## src/rtl/morse_pkg.sv

```systemverilog
// Shared definitions for the Morse relay game: state codes, default sizing and symbol encoding.
package morse_pkg;

    localparam int unsigned ADDR_W_DEF  = 4;
    localparam int unsigned SCORE_W_DEF = 4;
    localparam int          TIMEOUT_DEF = 15;

    typedef enum logic [2:0] {
        S_START  = 3'd0,
        S_P1TURN = 3'd1,
        S_P2TURN = 3'd2,
        S_RESULT = 3'd3
    } state_t;

    // 2-bit symbol stored in the message RAM, shared with player2 and the translator
    typedef enum logic [1:0] {
        SYM_NONE = 2'd0,
        SYM_DOT  = 2'd1,
        SYM_DASH = 2'd2,
        SYM_GAP  = 2'd3
    } symbol_t;

endpackage

```

## src/rtl/btn_press_det.sv

```systemverilog
// Falling-edge press detector for an active-low push button; one event per press however long it is held.
module btn_press_det (
    input  logic clock_1hz,
    input  logic resetn,
    input  logic btn_n,
    output logic press_c
);

    logic hist_q;

    // history resets to "released" so a button held through reset yields a press afterwards
    always_ff @(posedge clock_1hz) begin
        if (!resetn) hist_q <= 1'b1;
        else         hist_q <= btn_n;
    end

    assign press_c = hist_q & ~btn_n;

endmodule

```

## src/rtl/morse_round_ctrl.sv

```systemverilog
// Round controller for the Morse relay game: START / P1 record / P2 replay / RESULT sequencing and scoring.
// Optional P2 idle timeout enabled by defining MORSE_TIMEOUT_EN.
module morse_round_ctrl
    import morse_pkg::*;
#(
    parameter int unsigned ADDR_W  = ADDR_W_DEF,
    parameter int unsigned SCORE_W = SCORE_W_DEF,
    parameter int          TIMEOUT = TIMEOUT_DEF
) (
    input  logic               clock_1hz,
    input  logic               resetn,
    input  logic               next_n,
    input  logic               done_n,
    input  logic               p2_correct,
    output logic [ADDR_W-1:0]  ram_addr,
    output logic               ram_wren,
    output logic               ram_strobe,
    output logic [2:0]         state,
    output logic [ADDR_W:0]    p1_len,
    output logic [ADDR_W:0]    p2_idx,
    output logic               overflow,
    output logic               win,
    output logic [SCORE_W-1:0] score
);

    localparam int unsigned      LEN_W     = ADDR_W + 1;
    localparam logic [LEN_W-1:0] DEPTH     = LEN_W'(1) << ADDR_W;
    localparam logic [SCORE_W-1:0] SCORE_MAX = '1;

    if (TIMEOUT <= 0) begin : g_bad_timeout
        $error("morse_round_ctrl: TIMEOUT must be positive");
    end

    logic next_press_c, done_press_c;

    btn_press_det u_next_det (
        .clock_1hz (clock_1hz),
        .resetn    (resetn),
        .btn_n     (next_n),
        .press_c   (next_press_c)
    );

    btn_press_det u_done_det (
        .clock_1hz (clock_1hz),
        .resetn    (resetn),
        .btn_n     (done_n),
        .press_c   (done_press_c)
    );

    state_t             state_q, state_d;
    logic [ADDR_W-1:0]  addr_q, addr_d;
    logic               wren_q, wren_d;
    logic               strobe_q, strobe_d;
    logic [LEN_W-1:0]   p1_len_q, p1_len_d;
    logic [LEN_W-1:0]   p2_idx_q, p2_idx_d;
    logic               ovf_q, ovf_d;
    logic               win_q, win_d;
    logic [SCORE_W-1:0] score_q, score_d;
    logic               mismatch_q, mismatch_d;
    logic               enter_result, result_win, mm_next;
    logic [LEN_W-1:0]   idx_inc;

`ifdef MORSE_TIMEOUT_EN
    localparam int unsigned       IDLE_W    = $clog2(TIMEOUT + 1);
    localparam logic [IDLE_W-1:0] IDLE_LAST = IDLE_W'(TIMEOUT - 1);
    logic [IDLE_W-1:0] idle_q, idle_d;
`endif

    // next-state and datapath; done always beats next in the same cycle
    always_comb begin
        state_d      = state_q;
        addr_d       = addr_q;
        strobe_d     = 1'b0;
        p1_len_d     = p1_len_q;
        p2_idx_d     = p2_idx_q;
        ovf_d        = ovf_q;
        win_d        = win_q;
        score_d      = score_q;
        mismatch_d   = mismatch_q;
        enter_result = 1'b0;
        result_win   = 1'b0;
        idx_inc      = p2_idx_q + LEN_W'(1);
        mm_next      = mismatch_q | ~p2_correct;
`ifdef MORSE_TIMEOUT_EN
        idle_d       = '0;
`endif
        case (state_q)
            S_START: begin
                if (done_press_c) begin
                    state_d    = S_P1TURN;
                    p1_len_d   = '0;
                    p2_idx_d   = '0;
                    ovf_d      = 1'b0;
                    win_d      = 1'b0;
                    mismatch_d = 1'b0;
                end
            end
            S_P1TURN: begin
                if (done_press_c) begin
                    if (p1_len_q != '0) state_d = S_P2TURN;
                end else if (next_press_c) begin
                    if (p1_len_q < DEPTH) begin
                        strobe_d = 1'b1;
                        addr_d   = p1_len_q[ADDR_W-1:0];
                        p1_len_d = p1_len_q + LEN_W'(1);
                    end else begin
                        ovf_d = 1'b1;
                    end
                end
            end
            S_P2TURN: begin
                if (done_press_c) begin
                    enter_result = 1'b1;
                    result_win   = ~mismatch_q & (p2_idx_q == p1_len_q);
                end else if (next_press_c) begin
                    strobe_d   = 1'b1;
                    addr_d     = p2_idx_q[ADDR_W-1:0];
                    p2_idx_d   = idx_inc;
                    mismatch_d = mm_next;
                    if (idx_inc == p1_len_q) begin
                        enter_result = 1'b1;
                        result_win   = ~mm_next;
                    end
                end
`ifdef MORSE_TIMEOUT_EN
                else if (idle_q == IDLE_LAST) begin
                    enter_result = 1'b1;
                end else begin
                    idle_d = idle_q + IDLE_W'(1);
                end
`endif
            end
            S_RESULT: begin
                if (done_press_c) state_d = S_START;
            end
            default: state_d = S_START;
        endcase

        if (enter_result) begin
            state_d = S_RESULT;
            win_d   = result_win;
            if (result_win && (score_q != SCORE_MAX)) score_d = score_q + SCORE_W'(1);
        end
        wren_d = (state_d == S_P1TURN);
    end

    always_ff @(posedge clock_1hz) begin
        if (!resetn) begin
            state_q    <= S_START;
            addr_q     <= '0;
            wren_q     <= 1'b0;
            strobe_q   <= 1'b0;
            p1_len_q   <= '0;
            p2_idx_q   <= '0;
            ovf_q      <= 1'b0;
            win_q      <= 1'b0;
            score_q    <= '0;
            mismatch_q <= 1'b0;
        end else begin
            state_q    <= state_d;
            addr_q     <= addr_d;
            wren_q     <= wren_d;
            strobe_q   <= strobe_d;
            p1_len_q   <= p1_len_d;
            p2_idx_q   <= p2_idx_d;
            ovf_q      <= ovf_d;
            win_q      <= win_d;
            score_q    <= score_d;
            mismatch_q <= mismatch_d;
        end
    end

`ifdef MORSE_TIMEOUT_EN
    always_ff @(posedge clock_1hz) begin
        if (!resetn) idle_q <= '0;
        else         idle_q <= idle_d;
    end
`endif

    assign ram_addr   = addr_q;
    assign ram_wren   = wren_q;
    assign ram_strobe = strobe_q;
    assign state      = state_q;
    assign p1_len     = p1_len_q;
    assign p2_idx     = p2_idx_q;
    assign overflow   = ovf_q;
    assign win        = win_q;
    assign score      = score_q;

endmodule

```

## config.mk

```make
export PLATFORM = sky130hd
export DESIGN_NAME = morse_round_ctrl
export DESIGN_NICKNAME = d
export VERILOG_FILES = /design/src/rtl/morse_pkg.sv /design/src/rtl/btn_press_det.sv /design/src/rtl/morse_round_ctrl.sv
export SDC_FILE = /design/constraint.sdc
export NUM_CORES = 1
export LEC_CHECK = 0
export ABC_AREA = 1
export CAP_MARGIN = 30
export CORE_ASPECT_RATIO = 0.5
export CORE_MARGIN = 1.5
export CORE_UTILIZATION = 35
export CTS_BUF_LIST = sky130_fd_sc_hd__clkbuf_4 sky130_fd_sc_hd__clkbuf_8
export CTS_CLUSTER_DIAMETER = 30
export DETAILED_ROUTE_END_ITERATION = 10
export GPL_ROUTABILITY_DRIVEN = 0
export PLACE_DENSITY_LB_ADDON = 0.25
export SLEW_MARGIN = 20
export SYNTH_ARGS = -nofsm -noshare
export SYNTH_HDL_FRONTEND = slang
export SYNTH_SLANG_ARGS = --single-unit
```

## constraint.sdc

```tcl
create_clock -name clock_1hz -period 1.6 [get_ports clock_1hz]
set_input_delay 0.32 -clock clock_1hz [delete_from_list [all_inputs] [get_ports clock_1hz]]
set_output_delay 0.32 -clock clock_1hz [all_outputs]
set_load 0.02 [all_outputs]
```

## After elaboration in Yosys (flattened, before gate mapping)

Index checks and enable logic that the tools add are counted.

| storage, ports and cells | value |
|---|---|
| flip-flop bits (word level) | 28 |
| input port bits | 5 |
| output and inout port bits | 25 |
| logic and storage cells | 97 |

| operators by class | value |
|---|---|
| add/subtract/negate cells | 3 |
| magnitude comparators | 1 |
| equal/unequal tests | 14 |
| multiplexer cells | 44 |
| bitwise operators | 9 |
| reduce and logical (&&, ||, !) cells | 14 |

Operators by type and width:

| kind | count |
|---|---|
| $mux 5 | 6 |
| $mux 1 | 21 |
| $mux 4 | 5 |
| $pmux 5 s2 | 2 |
| $mux 3 | 5 |
| $ne 2x2->1 const B | 7 |
| $pmux 3 s4 | 1 |
| $add 5x1->5 const B | 2 |
| $eq 5x5->1 | 2 |
| $reduce_and 5->1 | 2 |
| $reduce_bool 2->1 | 5 |
| $pmux 4 s2 | 1 |
| $eq 3x1->1 const B | 2 |
| $eq 3x2->1 const B | 2 |
| $pmux 1 s2 | 3 |
| $reduce_and 6->1 | 1 |
| $lt 5x5->1 const B | 1 |
| $not 1->1 | 5 |
| $reduce_bool 5->1 | 1 |
| $add 4x1->4 const B | 1 |
| $ne 4x4->1 const B | 1 |
| $reduce_and 2->1 | 2 |
| $reduce_and 4->1 | 1 |
| $and 1x1->1 | 3 |
| 3 further kinds | 3 |

## Longest topological paths before layout

| logic depth | value |
|---|---|
| depth in word-level cells | 9 |
| gate-level depth with buffers | 14 |
| mapped depth without buffers | 14 |

## By module

A second synthesis with hierarchy kept.

| second synthesis, totals | value |
|---|---|
| cells, all modules | 211 |
| area total of the unflattened synthesis | 1458.9 um^2 |

Modules (own cells, without submodules):

| module | instances | cells an instance | area each (um^2) | seq. area each (um^2) |
|---|---|---|---|---|
| morse_round_ctrl | 1 | 201 | 1388.8 | 520.5 |
| btn_press_det | 2 | 5 | 35.0 | 20.0 |

## Worst setup path after synthesis

No wires, ideal clock.

| timing path | value |
|---|---|
| path kind | reg2reg |
| start point | reg p2_idx_q[1], in the netlist p2_idx[1] |
| end point | reg score_q[3], in the netlist score[3] |
| library setup time | 113 ps |
| data arrival time | 1600 ps |
| data required time | 1487 ps |
| path slack | -113 ps |
| cell stages (with the launch flop) | 14 |
| path buffers | 0 |
| period minus slack after synthesis | 1713 ps |
| cell sequence | dfxtp_1 > ha_1 > nand2_1 > nand3_1 > nor2_1 > nand2_1 > clkinv_1 > nand2_1 > nand2_2 > nand3_4 > nor2_4 > nand3_1 > nand2_1 > nor2_1 |

| between the ends | value |
|---|---|
| word-level cells in the longest chain between the ends | 8 |
| elaborated cells on any way between the ends | 14 |
| classes of those cells | 1 x add/sub; 2 x eq/ne; 8 x mux; 1 x bitwise; 2 x reduce/logical |

RTL lines:

| item | RTL line | text |
|---|---|---|
| start: declaration | morse_round_ctrl.sv:55 | `logic [LEN_W-1:0] p2_idx_q, p2_idx_d;` |
| start signal: assignment | morse_round_ctrl.sv:165 | `p2_idx_q <= p2_idx_d;` |
| $add 5x1->5 | morse_round_ctrl.sv:82 | `idx_inc = p2_idx_q + LEN_W'(1);` |
| $eq 5x5->1 | morse_round_ctrl.sv:120 | `if (idx_inc == p1_len_q) begin` |
| $mux 1 | morse_round_ctrl.sv:120 |  |
| $mux 1 | morse_round_ctrl.sv:115 | `end else if (next_press_c) begin` |
| $mux 1 | morse_round_ctrl.sv:112 | `if (done_press_c) begin` |
| $mux 1 | morse_round_ctrl.sv:87 | `case (state_q)` |
| $logic_and 1x1->1 | morse_round_ctrl.sv:142 | `if (result_win && (score_q != SCORE_MAX)) score_d = score_q + SCORE_W'(1);` |
| $reduce_and 2->1 (no source line) (*) | - |  |
| end signal: assignment | morse_round_ctrl.sv:168 | `score_q <= score_d;` |
| end: declaration | morse_round_ctrl.sv:58 | `logic [SCORE_W-1:0] score_q, score_d;` |

Mark *: on every way between the ends. The rest lies on a longest branch, timed or not.
A chain may end at the register's enable or synchronous reset.

## Worst setup path in the final report

| timing path | value |
|---|---|
| start point | reg p2_idx_q[0], in the netlist p2_idx[0] |
| end point | reg score_q[2], in the netlist score[2] |

Same word-level chain as after synthesis.

==> results.md <==
- Max-cap violations in this run came to 0.
- The worst setup path is captured at a flip-flop.
- The per-instance average area after synthesis is 6.93 sq um.
- For this block, the via count after detailed routing is 1570.
- The net count of the finished layout is 280.
- Entering global routing, the biggest net connects 17 pins.
- The number of nets produced by synthesis is around 220.
- The final number of hold-violating endpoints came to 0.
- Buffers inserted during clock tree synthesis total 3.
- On the worst path, the slowest cell contributes a delay of 350 ps.
- For this run, the top clock speed supported by timing is 0.615 GHz.
- The starting utilization of the core area is between 30% and 40%.
- The worst setup path is launched from a flip-flop.
- In this run the count of I/O pins placed on the die edge is 30.
- Between clock sinks in the finished design, the worst skew comes to 4.68 ps.
- After synthesis, the share of flip-flops with an asynchronous set or reset is 0%.
- The standard cell with the maximum stage delay on the critical path is sky130_fd_sc_hd__dfxtp_2.
- The count of nets left with antenna violations once routing finished came out at 0.
- The TritonCTS clock tree is done.
- The number of antenna violations at the first check in global routing was 0.
- After layout, the minimum clock period comes to roughly 1600 ps.
- The clock latency on the worst-skew pair is between 200 and 300 ps.
- The utilization after layout is between 50 and 60%.
- In this run, synthesis inferred 0 flip-flops with an integrated enable.
- The area enclosed by the die boundary is 4660 sq um.
- The synthesis-to-layout area growth is 46.1%.
- The clock tree root driver cell is sky130_fd_sc_hd__clkbuf_8.
- The floorplan step defined a core boundary enclosing 3980 sq um.
- CTS built an H-tree with a depth of 1.
- The number of library cell types mapped by synthesis is 28.
- The number of standard cells after synthesis is 214.
- The flip-flop and latch count after synthesis is 28.
- The clock transition time at the flip-flop clock pins of the worst setup and hold paths is about 100 ps.
- The DRC violation total after the first TritonRoute iteration is 60.
- The critical path required time is 1820 ps.
- The area of the mapped netlist is 1480 sq um.
- The aggregate routed wire length is ~3900 um.
- The number of clock sinks is 28.
- The power consumption is 0.00155 W.
- The cell seen most often among critical-path stages is sky130_fd_sc_hd__nand2_2.
- After synthesis, the cell types taking the most area are sky130_fd_sc_hd__dfxtp_1 (38%), sky130_fd_sc_hd__nand2_1 (12%), sky130_fd_sc_hd__a21oi_1 (7.1%), sky130_fd_sc_hd__inv_1 (5.8%), sky130_fd_sc_hd__nor2_1 (5.8%).
- The half-perimeter wire length of the detailed placement result is 3020 um.
- Of the post-synthesis cell area, the dominant cell type holds 37.8%.
- The final reports fail on setup timing.
- The ratio of cells with drive above 1 in the final layout is 25.2%.
- The highest ir drop seen on vdd is 0.000576 V.
- The arrival time at the worst endpoint is about 1800 ps.
- The first global-routing pass estimated 6450 um of wire.
- The residual overflow from global routing is 0.
- The via count of the first global-routing pass came to 1386.
- Setup violations remaining at the end of the flow were counted as 2.
- The post-route fraction of the period consumed by the critical path is 102%.
- The count of input and output buffers is 29.
- The flow ran to the end, but the final reports show violations.
- In this run the core area contains 16 standard-cell rows.
- The type of the worst setup path is flip-flop to flip-flop.
- sky130_fd_sc_hd__nand2_1 is the most common cell in the netlist.
- The total count of max-transition violations in the final report came to 0.
- Power spread over the standard cell area amounts to 716 nW/um^2.
- The y dimension of the die is 49.0 um.
- Sorting the synthesized cells by how often they occur yields sky130_fd_sc_hd__nand2_1 (49), sky130_fd_sc_hd__dfxtp_1 (28), sky130_fd_sc_hd__inv_1 (23), sky130_fd_sc_hd__nor2_1 (23), sky130_fd_sc_hd__a21oi_1 (21).
- The cell leakage power is 0.986 nW.
- In this run the deepest clock path goes through 2 buffers.
- The floorplan die width is 95.1 um.
- Setup slack on the critical path of the routed design comes to -26.4 ps.
- The top fanout value on the critical path is 6.
- Setup repair after global routing could not meet its margin everywhere.
- In the final routed layout, each cell accounts on average for 12.2 um.
- The most used flip-flop cell after synthesis is sky130_fd_sc_hd__dfxtp_1.
- After detailed routing, the number of vias per cell comes to 4.85.
- The largest area contributor in the netlist is sky130_fd_sc_hd__dfxtp_1.
- For this run, design rule violations remaining after detail routing come to 0.
- The critical path goes through ha_4 > inv_2 > nand2_2 > nand2_1 > nor2_1 > nand2_1 > inv_2 > nand2_2 > nand2_2 > nand3_4 > buf_6 > inv_2 > nand2_2 > a21oi_2.
- The total number of yosys warnings is 0.
- For this run, the register share of the synthesized area comes to 37.8%.
- The number of antenna cells inserted is 0.
- In this run the worst hold path is classified as flip-flop to flip-flop.
- The first detailed-routing pass took 4 iterations.
- For this run, the total global-route usage over all layers was measured as about 18%.
-- worst max-delay path: cells and delay by family (launching register included) --
kind / cells / cell delay [ps]
compound gates: 1 / 130
fa+ha+maj: 1 / 280
buf+inv: 4 / 260
flops: 1 / 350
simple gates: 8 / 550
-- per-stage QoR --
| stage | worst slack, ps | TNS (ps) | hold WS (ps) | cells | cell area [sq um] |
|---|---|---|---|---|---|
| after floorplan | 9.99 | 0 | 389 | 214 | 1500 |
| after global placement | -279 | -3510 | 433 | 316 | 2030 |
| after detailed placement | -321 | -4290 | 440 | 316 | 2030 |
| after CTS | -1.27 | -1.27 | 456 | 321 | 2100 |
| after global routing | -157 | -694 | 484 | 324 | 2170 |
| final | -26.4 | -48.2 | 451 | 324 | 2170 |
-- registers in the layout, indices dropped and copies added (netlist names) --
name,cells
p1_len,5
u_done_det.hist_q,1
p2_idx,5
ram_addr,4
mismatch_q,1
ram_wren,1
state,3
ram_strobe,1
score,4
win,1
overflow,1
u_next_det.hist_q,1
-- where the power goes --
| part | internal [W] | switching (W) |
|---|---|---|
| Combinational | 0.000110 | 0.000141 |
| Clock | 0.000335 | 0.000228 |
| Sequential | 0.000717 | 0.0000214 |
| Total | 0.00116 | 0.000390 |
-- metal layers --
layer | global-route usage, % | vias up | wire [um]
met2 | 27.2 | 44 | 1710
li1 | - | 805 | -
met1 | 26.2 | 719 | 1990
met3 | 4.52 | 2 | 221
met5 | 0 | - | 0
met4 | 1.49 | 0 | 13
-- timing repair --
item	in CTS	in global routing
gates cloned	0	0
buffers inserted	1	3
setup endpoints to repair	20	22
resized for setup	21	18
pin swaps	4	7
hold buffers	0	0
-- placed cells by master, fill, tap and decap left out, types with 2 or more instances in the layout --
master	instances
sky130_fd_sc_hd__inv_2	11
sky130_fd_sc_hd__nor2_2	2
sky130_fd_sc_hd__buf_12	2
sky130_fd_sc_hd__dfxtp_1	25
sky130_fd_sc_hd__a21oi_2	2
sky130_fd_sc_hd__nor3_1	6
sky130_fd_sc_hd__a31oi_1	2
sky130_fd_sc_hd__a21oi_1	20
sky130_fd_sc_hd__nor2_4	2
sky130_fd_sc_hd__o21ai_0	8
sky130_fd_sc_hd__inv_1	21
sky130_fd_sc_hd__nand2_1	44
sky130_fd_sc_hd__ha_1	3
sky130_fd_sc_hd__nand3_1	13
sky130_fd_sc_hd__a211oi_1	3
sky130_fd_sc_hd__buf_4	22
sky130_fd_sc_hd__clkdlybuf4s50_1	11
sky130_fd_sc_hd__nor2_1	21
sky130_fd_sc_hd__nand2_2	7
sky130_fd_sc_hd__dfxtp_2	3
sky130_fd_sc_hd__dlygate4sd2_1	16
sky130_fd_sc_hd__dlymetal6s2s_1	2
sky130_fd_sc_hd__nor3b_2	2
sky130_fd_sc_hd__o21ai_1	3
sky130_fd_sc_hd__clkbuf_8	3
-- final timing paths --
| path | slack (ps) | startpoint | cells after the start | end |
|---|---|---|---|---|
| min reg2reg | 450 | ram_addr[0]$_SDFFE_PN0P_ | 2 | ram_addr[0]$_SDFFE_PN0P_ |
| max | -30 | p2_idx[0]$_SDFFE_PN0P_ | 14 | score[2]$_SDFFE_PN0P_ |
| max reg2reg | -30 | p2_idx[0]$_SDFFE_PN0P_ | 14 | score[2]$_SDFFE_PN0P_ |
| min | 450 | ram_addr[0]$_SDFFE_PN0P_ | 2 | ram_addr[0]$_SDFFE_PN0P_ |
-- final cells by class --
type	instances	area, sq um
fill	396	1820
multi-input combinational	150	843
sequential	28	564
timing repair buffer	54	492
inverter	34	130
tap	54	67.6
clock buffer	3	41.3
clock inverter	1	30.0
-- cell families after synthesis --
kind of cell,count (synthesis),synth area share [%]
AO/OA/AOI/OAI,42,17.4
flip-flops,28,37.8
AND/OR/NAND/NOR,103,31.9
other,1,0.253
buffers and inverters,36,9.36
adder cells (fa/ha/maj),4,3.37
(Power assumes the default switching activity.)
